<file path="config.mk">
export PLATFORM = sky130hd
export DESIGN_NAME = mult_arbiter_flat
export DESIGN_NICKNAME = d
export VERILOG_FILES = /design/src/rtl/mult_arbiter_if.sv /design/src/rtl/mult_arbiter.sv /design/src/flat_wrapper.sv
export SDC_FILE = /design/constraint.sdc
export NUM_CORES = 1
export LEC_CHECK = 0
export BUFFER_PORTS_ARGS = -buffer_cell sky130_fd_sc_hd__buf_2
export CORE_MARGIN = 2
export CORE_UTILIZATION = 35
export CTS_CLUSTER_DIAMETER = 80
export DETAILED_ROUTE_END_ITERATION = 10
export PLACE_DENSITY = 0.63
export SETUP_SLACK_MARGIN = 0.05
export SYNTH_ARGS = -nofsm -noshare
export SYNTH_HDL_FRONTEND = slang
export SYNTH_SLANG_ARGS = --single-unit
</file>
<file path="constraint.sdc">
create_clock -name clk -period 2.06 [get_ports clk]
set_input_delay 0.309 -clock clk [delete_from_list [all_inputs] [get_ports clk]]
set_output_delay 0.309 -clock clk [all_outputs]
set_load 0.03 [all_outputs]
</file>
<file path="src/rtl/mult_arbiter_if.sv">
// mult_arbiter_if
// Bundles the two requester channels and the shared-multiplier channel of
// mult_arbiter.
//   slave  : arbiter view (takes requests and mul_y/mul_done, drives
//            results, done pulses and the multiplier operands/start)
//   master : environment view (requesters plus the multiplier)
// Signals:
//   req0_valid/req1_valid, req0_a/b, req1_a/b, req0_signed/req1_signed
//   req0_done/req1_done, res0_y/res1_y
//   mul_a, mul_b, mul_start, mul_y, mul_done, busy
interface mult_arbiter_if;
  logic        req0_valid;
  logic        req1_valid;
  logic [31:0] req0_a;
  logic [31:0] req0_b;
  logic [31:0] req1_a;
  logic [31:0] req1_b;
  logic        req0_signed;
  logic        req1_signed;
  logic        req0_done;
  logic        req1_done;
  logic [63:0] res0_y;
  logic [63:0] res1_y;
  logic [31:0] mul_a;
  logic [31:0] mul_b;
  logic        mul_start;
  logic [63:0] mul_y;
  logic        mul_done;
  logic        busy;

  modport slave (
    input  req0_valid, req1_valid, req0_a, req0_b, req1_a, req1_b,
    input  req0_signed, req1_signed, mul_y, mul_done,
    output req0_done, req1_done, res0_y, res1_y,
    output mul_a, mul_b, mul_start, busy
  );

  modport master (
    output req0_valid, req1_valid, req0_a, req0_b, req1_a, req1_b,
    output req0_signed, req1_signed, mul_y, mul_done,
    input  req0_done, req1_done, res0_y, res1_y,
    input  mul_a, mul_b, mul_start, busy
  );
endinterface

</file>
<file path="src/rtl/mult_arbiter.sv">
// mult_arbiter
// Shares one external multiplier between two requesters with round-robin
// arbitration. Sequence per operation: IDLE (grant + latch operands) ->
// ISSUE (mul_start) -> WAIT (until mul_done, capture result) -> DONE
// (one-cycle done pulse to the granted requester) -> IDLE.
// Ports:
//   clk     : rising-edge clock
//   reset_n : asynchronous active-low reset
//   bus     : mult_arbiter_if.slave (requests, results, multiplier channel)
// Optional feature: define MULT_ARB_SIGNED_EN to honour reqN_signed. The
// multiplier then sees operand magnitudes and the product is negated when
// the operand signs differ. Without it the signed flags are ignored.
module mult_arbiter (
  input  logic           clk,
  input  logic           reset_n,
  mult_arbiter_if.slave  bus
);

  localparam logic [1:0] IDLE  = 2'd0;
  localparam logic [1:0] ISSUE = 2'd1;
  localparam logic [1:0] WAIT  = 2'd2;
  localparam logic [1:0] DONE  = 2'd3;

  logic [1:0]  state_reg;
  logic        last_grant_reg;
  logic        gnt_id_reg;
  logic [31:0] mul_a_reg;
  logic [31:0] mul_b_reg;
  logic [63:0] res0_reg;
  logic [63:0] res1_reg;

  logic        any_valid;
  logic        gnt_next;
  logic [31:0] sel_a;
  logic [31:0] sel_b;
  logic [31:0] op_a;
  logic [31:0] op_b;
  logic [63:0] prod;

  // On a tie the requester not granted last wins; otherwise the lone one.
  assign any_valid = bus.req0_valid | bus.req1_valid;
  assign gnt_next  = (bus.req0_valid & bus.req1_valid) ? ~last_grant_reg
                                                       : bus.req1_valid;
  assign sel_a     = gnt_next ? bus.req1_a : bus.req0_a;
  assign sel_b     = gnt_next ? bus.req1_b : bus.req0_b;

`ifdef MULT_ARB_SIGNED_EN
  logic sel_signed;
  logic neg_next;
  logic neg_reg;

  assign sel_signed = gnt_next ? bus.req1_signed : bus.req0_signed;
  // Magnitudes; -2^31 negates to itself, which read unsigned is 2^31.
  assign op_a     = (sel_signed & sel_a[31]) ? (~sel_a + 32'd1) : sel_a;
  assign op_b     = (sel_signed & sel_b[31]) ? (~sel_b + 32'd1) : sel_b;
  assign neg_next = sel_signed & (sel_a[31] ^ sel_b[31]);
  assign prod     = neg_reg ? (~bus.mul_y + 64'd1) : bus.mul_y;
`else
  assign op_a = sel_a;
  assign op_b = sel_b;
  assign prod = bus.mul_y;
`endif

  always_ff @(posedge clk or negedge reset_n) begin
    if (!reset_n) begin
      state_reg      <= IDLE;
      last_grant_reg <= 1'b1;
      gnt_id_reg     <= 1'b0;
      mul_a_reg      <= 32'd0;
      mul_b_reg      <= 32'd0;
      res0_reg       <= 64'd0;
      res1_reg       <= 64'd0;
`ifdef MULT_ARB_SIGNED_EN
      neg_reg        <= 1'b0;
`endif
    end else begin
      case (state_reg)
        IDLE: begin
          if (any_valid) begin
            state_reg      <= ISSUE;
            gnt_id_reg     <= gnt_next;
            last_grant_reg <= gnt_next;
            mul_a_reg      <= op_a;
            mul_b_reg      <= op_b;
`ifdef MULT_ARB_SIGNED_EN
            neg_reg        <= neg_next;
`endif
          end
        end
        ISSUE: state_reg <= WAIT;
        // mul_done is only looked at here; pulses in other states are dropped.
        WAIT: begin
          if (bus.mul_done) begin
            if (gnt_id_reg) res1_reg <= prod;
            else            res0_reg <= prod;
            state_reg <= DONE;
          end
        end
        DONE:    state_reg <= IDLE;
        default: state_reg <= IDLE;
      endcase
    end
  end

  assign bus.mul_start = (state_reg == ISSUE);
  assign bus.req0_done = (state_reg == DONE) & ~gnt_id_reg;
  assign bus.req1_done = (state_reg == DONE) &  gnt_id_reg;
  assign bus.busy      = (state_reg != IDLE);
  assign bus.mul_a     = mul_a_reg;
  assign bus.mul_b     = mul_b_reg;
  assign bus.res0_y    = res0_reg;
  assign bus.res1_y    = res1_reg;

endmodule

</file>
<file path="src/flat_wrapper.sv">
// flat-port wrapper written by rule: the top's interface ports become plain ports
module mult_arbiter_flat 
  (clk, reset_n, bus_req0_valid, bus_req1_valid, bus_req0_a, bus_req0_b, bus_req1_a, bus_req1_b, bus_req0_signed, bus_req1_signed, bus_mul_y, bus_mul_done, bus_req0_done, bus_req1_done, bus_res0_y, bus_res1_y, bus_mul_a, bus_mul_b, bus_mul_start, bus_busy);
  mult_arbiter_if bus_i ();
  input  logic clk;
  input  logic reset_n;
  input wire logic [$bits(bus_i.req0_valid)-1:0] bus_req0_valid;
  input wire logic [$bits(bus_i.req1_valid)-1:0] bus_req1_valid;
  input wire logic [$bits(bus_i.req0_a)-1:0] bus_req0_a;
  input wire logic [$bits(bus_i.req0_b)-1:0] bus_req0_b;
  input wire logic [$bits(bus_i.req1_a)-1:0] bus_req1_a;
  input wire logic [$bits(bus_i.req1_b)-1:0] bus_req1_b;
  input wire logic [$bits(bus_i.req0_signed)-1:0] bus_req0_signed;
  input wire logic [$bits(bus_i.req1_signed)-1:0] bus_req1_signed;
  input wire logic [$bits(bus_i.mul_y)-1:0] bus_mul_y;
  input wire logic [$bits(bus_i.mul_done)-1:0] bus_mul_done;
  output wire logic [$bits(bus_i.req0_done)-1:0] bus_req0_done;
  output wire logic [$bits(bus_i.req1_done)-1:0] bus_req1_done;
  output wire logic [$bits(bus_i.res0_y)-1:0] bus_res0_y;
  output wire logic [$bits(bus_i.res1_y)-1:0] bus_res1_y;
  output wire logic [$bits(bus_i.mul_a)-1:0] bus_mul_a;
  output wire logic [$bits(bus_i.mul_b)-1:0] bus_mul_b;
  output wire logic [$bits(bus_i.mul_start)-1:0] bus_mul_start;
  output wire logic [$bits(bus_i.busy)-1:0] bus_busy;
  assign bus_i.req0_valid = bus_req0_valid;
  assign bus_i.req1_valid = bus_req1_valid;
  assign bus_i.req0_a = bus_req0_a;
  assign bus_i.req0_b = bus_req0_b;
  assign bus_i.req1_a = bus_req1_a;
  assign bus_i.req1_b = bus_req1_b;
  assign bus_i.req0_signed = bus_req0_signed;
  assign bus_i.req1_signed = bus_req1_signed;
  assign bus_i.mul_y = bus_mul_y;
  assign bus_i.mul_done = bus_mul_done;
  assign bus_req0_done = bus_i.req0_done;
  assign bus_req1_done = bus_i.req1_done;
  assign bus_res0_y = bus_i.res0_y;
  assign bus_res1_y = bus_i.res1_y;
  assign bus_mul_a = bus_i.mul_a;
  assign bus_mul_b = bus_i.mul_b;
  assign bus_mul_start = bus_i.mul_start;
  assign bus_busy = bus_i.busy;
  mult_arbiter u_core (.clk(clk), .reset_n(reset_n), .bus(bus_i));
endmodule
</file>
# Word-level counts from Yosys, hierarchy flattened

Cells that the tools add are included.

Output and inout port bits: 196
Logic and storage cells: 30
Register bits: 196

Multiplexer cells: 6
Reductions and logical operators: 6
Equality and inequality tests: 5
Bitwise gates (word level): 6

Operators by type and width:

| kind                                                  | number |
|---|---|
| 2-to-1 mux 32 bit                                     | 2 |
| case mux 2 bit (4 select lines)                       | 1 |
| AND reduction 3 bit                                   | 2 |
| equality test 2 bit, second input constant            | 2 |
| 2-to-1 mux 2 bit                                      | 2 |
| AND reduction 2 bit                                   | 2 |
| bitwise AND 1 bit                                     | 3 |
| equality test 2 x 1 -> 1 bit, second input constant   | 1 |
| logical NOT 2 bit                                     | 1 |
| inequality test 2 x 1 -> 1 bit, second input constant | 1 |
| inequality test 2 bit, second input constant          | 1 |
| NOT 1 bit                                             | 2 |
| nonzero test 2 bit                                    | 1 |
| 2-to-1 mux 1 bit                                      | 1 |
| bitwise OR 1 bit                                      | 1 |

# Depth between registers and ports, before layout

Depth in word-level cells: 3
Depth in mapped cells: 7
Depth with buffers taken out: 5

# Worst setup path before layout

OpenSTA, ideal clock, no wires.

Path type: register to register
Start point: register u_core.state_reg[0]
End point: register u_core.state_reg[1]
Stages on the path, launching flop included: 6
Setup slack: 394 ps
Data arrival time: 1541 ps
Clock period less this slack: 1666 ps
Library setup time: 125 ps
Data required time: 1935 ps
Cells stage by stage: dfrtp_1 -> inv_1 -> ha_1 -> inv_2 -> o32a_2 -> mux2_4

Word-level cells in the longest chain between the ends: 3
Elaborated cells between the ends (all ways): 8
Classes of those cells: eq/ne (5); mux (1); reduce/logical (2)

RTL lines:

| what                                                                                     | line               | text |
|---|---|---|
| start: declaration                                                                       | mult_arbiter.sv:24 | `logic [1:0] state_reg;` |
| start signal: assignment                                                                 | mult_arbiter.sv:66 | `state_reg <= IDLE;` |
| start signal: assignment                                                                 | mult_arbiter.sv:80 | `state_reg <= ISSUE;` |
| start signal: assignment                                                                 | mult_arbiter.sv:90 | `ISSUE: state_reg <= WAIT;` |
| equality test 2 bit / logical NOT 2 bit (equally long branches)                          | mult_arbiter.sv:77 | `case (state_reg)` |
| inequality test 2 bit (no line) / inequality test 2 x 1 -> 1 bit (equally long branches) | --                 |  |
| AND reduction 2 bit (no line)                                                            | --                 |  |

Parallel ways exist; a longest one is shown, timed or not.
A chain may end at the register's enable or synchronous reset.

# Worst setup path in the final report

Start point: register u_core.state_reg[0]
End point: output bus_busy

Word-level cells in the longest chain between the ends: 1

RTL lines:

| what               | line                | text |
|---|---|---|
| nonzero test 2 bit | mult_arbiter.sv:108 | `assign bus.busy = (state_reg != IDLE);` |
| end: declaration   | flat_wrapper.sv:24  | `output wire logic [$bits(bus_i.busy)-1:0] bus_busy;` |

Every way passes these cells.

==> impl_metrics.py <==
metrics = {
    "timing": {
        "max_freq_mhz": 546.5,
        "slew-limit-headroom": 0.6887,
        "worstMarginPinSlew_ns": 0.4669,
        "hold_viol_final": 0,
        "finalCritPeriodShare": 0.8883,
        "rsz0062_at_grt": "false",
        "fin_crit_ns": 1.830,
        "setup_tns_ns": 0,
        "finalSetupViolCount": 0,
        "skew_ns": 0.01422,
        "drv_slew": 0,
    },
    "synth": {
        "synthSimpleGateAreaFrac": 0.09611,
        "ys_warn_count": 0,
        "synth_top_area_frac": 0.6075,
        "synth_xor_area_frac": 0,
        "yosysSeqAreaShare": 0.6107,
        "ys_types": 24,
        "synth_top_family_by_area": "multiplexers",
        "synthCells": 645,
        "synth_area_leader_cell": "dfrtp_1",
        "syn-cell-area_um2": 8033,
        "avgSynthCellArea_um2": 12.45,
        "synthAdderAreaFrac": 0.009346,
        "muxShareOfSynthArea": 0.1868,
        "synth_nets": 850,
        "ys_top_cells_by_area": "dfrtp_1 61%, mux2_2 17%, nand2_1 6.0%",
        "synth-compound-area-share": 0.05654,
        "synth-seq-cells": 196,
    },
    "pwr": {
        "p_seq_frac": 0.338,
        "p_comb_frac": 0.502,
        "clock_power_share": 0.160,
        "vdd_drop_max_v": 0.0007491,
        "internal-power_mw": 10.90,
        "p_leak_nw": 5.472,
        "power_density_nw_per_um2": 1838,
        "swShare": 0.4569,
        "switchingPower_mw": 9.165,
    },
    "cts": {
        "clock_latency_ns": 0.43,
        "cts_setup_buffers": 0,
        "clk_path_buf_depth": 2,
        "cts_tree": "built",
        "clock-root-buffer": "clkbuf_16",
        "cts_made_buffers": 17,
        "h-tree-depth": 4,
        "cts_sinks": 196,
        "clkTransAtPathRegs_ns": 0.08,
    },
    "worst_setup_path": {
        "arrival_ns": 1.52,
        "critPathKind": "reg -> out",
        "worst_setup_path_end_kind": "output pin",
        "cp_max_fo": 5,
        "crit_required_ns": 1.75,
        "cp-start-kind": "register",
    },
    "drt": {
        "drc": 0,
        "wl_mm": 22.31,
        "firstDrtPassIters": 4,
        "drt_iter0_markers": 242,
        "detail-route-antenna-nets": 0,
        "viasPerCell": 4.717,
        "dr_total_vias": 6292,
        "wl_per_cell_um": 16.72,
    },
    "floorplan": {
        "coreArea_um2": 22570,
        "dieWidth_um": 155.5,
        "die_h_um": 155.5,
        "io_pins": 395,
        "initial_core_util": 0.3559,
        "row_count": 55,
        "die-area_um2": 24180,
    },
    "placed_design": {
        "place_hpwl_mm": 16.79,
        "io_buffers": 392,
        "place_inst": 1299,
        "gp_congestion": 0.8174,
    },
    "global_route": {
        "grt_max_degree": 66,
        "use_met3": 0.07159,
        "overflow": 0,
        "grtUsageMet2": 0.3093,
        "use_met1": 0.2021,
        "grt_pass1_wl_mm": 33.70,
        "grtUsageTotal": 0.1798,
        "antenna_found_initial": 3,
        "grt_pass1_vias": 6237,
        "busiest_layer": "met2",
    },
    "finish": {
        "syn_to_final_growth_pct": 35.90,
        "fin_nets": 1239,
        "final_cells": 1334,
        "layout-drive-gt1-share": 0.5511,
    },
    "job": {
        "drv_cap": 0,
    },
    "hold_path": {
        "hp-class": "in -> reg",
    },
    "outcome": {
        "outcome": "finished clean",
    },
}
==> metal layers <==
layer	vias up	part of all wire	routed length [um]
met5	-	0.00058	13
met1	2989	0.38	8557
met4	2	0.017	388
li1	2994	-	-
met3	25	0.10	2222
met2	282	0.50	11130
==> cells in the final DEF, fill, tap and decap left out <==
cell             n
o22ai_1          1
and2_1           1
o32a_2           1
inv_2            1
clkbuf_1         1
inv_6            7
a21boi_4         1
o21a_4           1
diode_2          2
a21bo_2          1
clkinv_2         2
mux2i_1          1
nand2_1        128
mux2_4          10
a31oi_1         65
buf_12          11
dfstp_2          1
buf_2          391
inv_8            2
nor2b_1          1
clkinv_4         1
inv_1            4
a21oi_1          1
dlygate4sd3_1    1
mux2_2         119
nor2_1          65
clkinv_8         2
clkbuf_16       17
nand3_4          2
buf_4            6
dfrtp_1        195
clkbuf_8         1
ha_1             6
==> power by group through the flow <==
stage	clock [mW]	combinational [mW]	sequential, mW
global placement	0	10.1	6.75
CTS	3.33	10.2	6.78
global route	3.49	10.7	7.03
detailed placement	0	10.2	6.84
finish	3.21	10.1	6.78
floorplan	0	3.20	10.6
==> per-stage QoR <==
| step | setup WS (ns) | hold slack (ns) | total power, mW | area [um2] | utilization |
|---|---|---|---|---|---|
| 3_3_place_gp | 0.3372 | 0.3143 | 16.84 | 10340 | 0.4580 |
| 2_1_floorplan | 0.3940 | 0.01341 | 13.84 | 8033 | - |
| 3_5_place_dp | 0.3391 | 0.3162 | 17.03 | 10340 | 0.4580 |
| 6_report | 0.2301 | 0.1163 | 20.06 | 10920 | 0.4836 |
| 4_1_cts | 0.2094 | 0.09465 | 20.31 | 10910 | 0.4834 |
| 5_1_grt | 0.1356 | 0.09676 | 21.25 | 10920 | 0.4836 |
==> critical path: stages (launching register included) <==
cell,delay (ns)
dfrtp_1,0.40
inv_1,0.15
ha_1,0.28
inv_2,0.07
buf_2,0.20
==> final cells by class <==
type / instances / area, um2
Fill cell: 2141 / 11650
Sequential cell: 196 / 4906
Multi-Input combinational cell: 404 / 2820
Timing Repair Buffer: 410 / 2246
Clock buffer: 18 / 429.2
Tap cell: 285 / 356.6
Clock inverter: 14 / 135.1
Inverter: 5 / 18.77
Antenna cell: 2 / 5.005
==> kinds of logic (layout without fill, tap and decap cells) <==
| family | Yosys count | in the layout |
|---|---|---|
| compound gates | 71 | 71 |
| other cells | 0 | 2 |
| fa+ha+maj | 6 | 6 |
| simple gates | 197 | 197 |
| flops | 196 | 196 |
| mux | 130 | 130 |
| buf+inv | 45 | 447 |
==> worst paths after layout <==
path,startpoint,end,slack [ns],cells past startpoint
max,u_core.state_reg[0],bus_busy,0.23,4
min,bus_req0_a[24],u_core.bus.mul_a[24],0.12,3
min in group asynchronous,reset_n,u_core.bus.res0_y[58],0.43,2
max in group asynchronous,reset_n,u_core.bus.res1_y[15],1.01,3
max reg2reg,u_core.state_reg[0],u_core.state_reg[1],0.32,5
min reg2reg,u_core.bus.res1_y[15],u_core.bus.res1_y[15],0.50,1
==> synthesized netlist by cell type <==
| master | count |
|---|---|
| nand2_1 | 128 |
| ha_1 | 6 |
| a31oi_1 | 65 |
| inv_2 | 1 |
| clkbuf_8 | 12 |
| mux2_4 | 10 |
| buf_2 | 20 |
| o32a_2 | 1 |
| nor2b_1 | 1 |
| nand3_4 | 2 |
| nor2_1 | 65 |
| mux2i_1 | 1 |
| inv_1 | 4 |
| clkbuf_1 | 5 |
| dfrtp_1 | 195 |
| dfstp_2 | 1 |
| and2_1 | 1 |
| o22ai_1 | 1 |
| mux2_2 | 119 |
| a21boi_1 | 1 |
| a21oi_1 | 1 |
| buf_4 | 3 |
| o21a_1 | 1 |
| a21bo_2 | 1 |
==> timing repair <==
item | 4_1_cts | 5_1_grt
resized for setup | 0 | 0
hold buffers | 1 | 0
hold endpoints to repair | 45 | 0
Note: power is estimated with default switching activity, not from simulation.
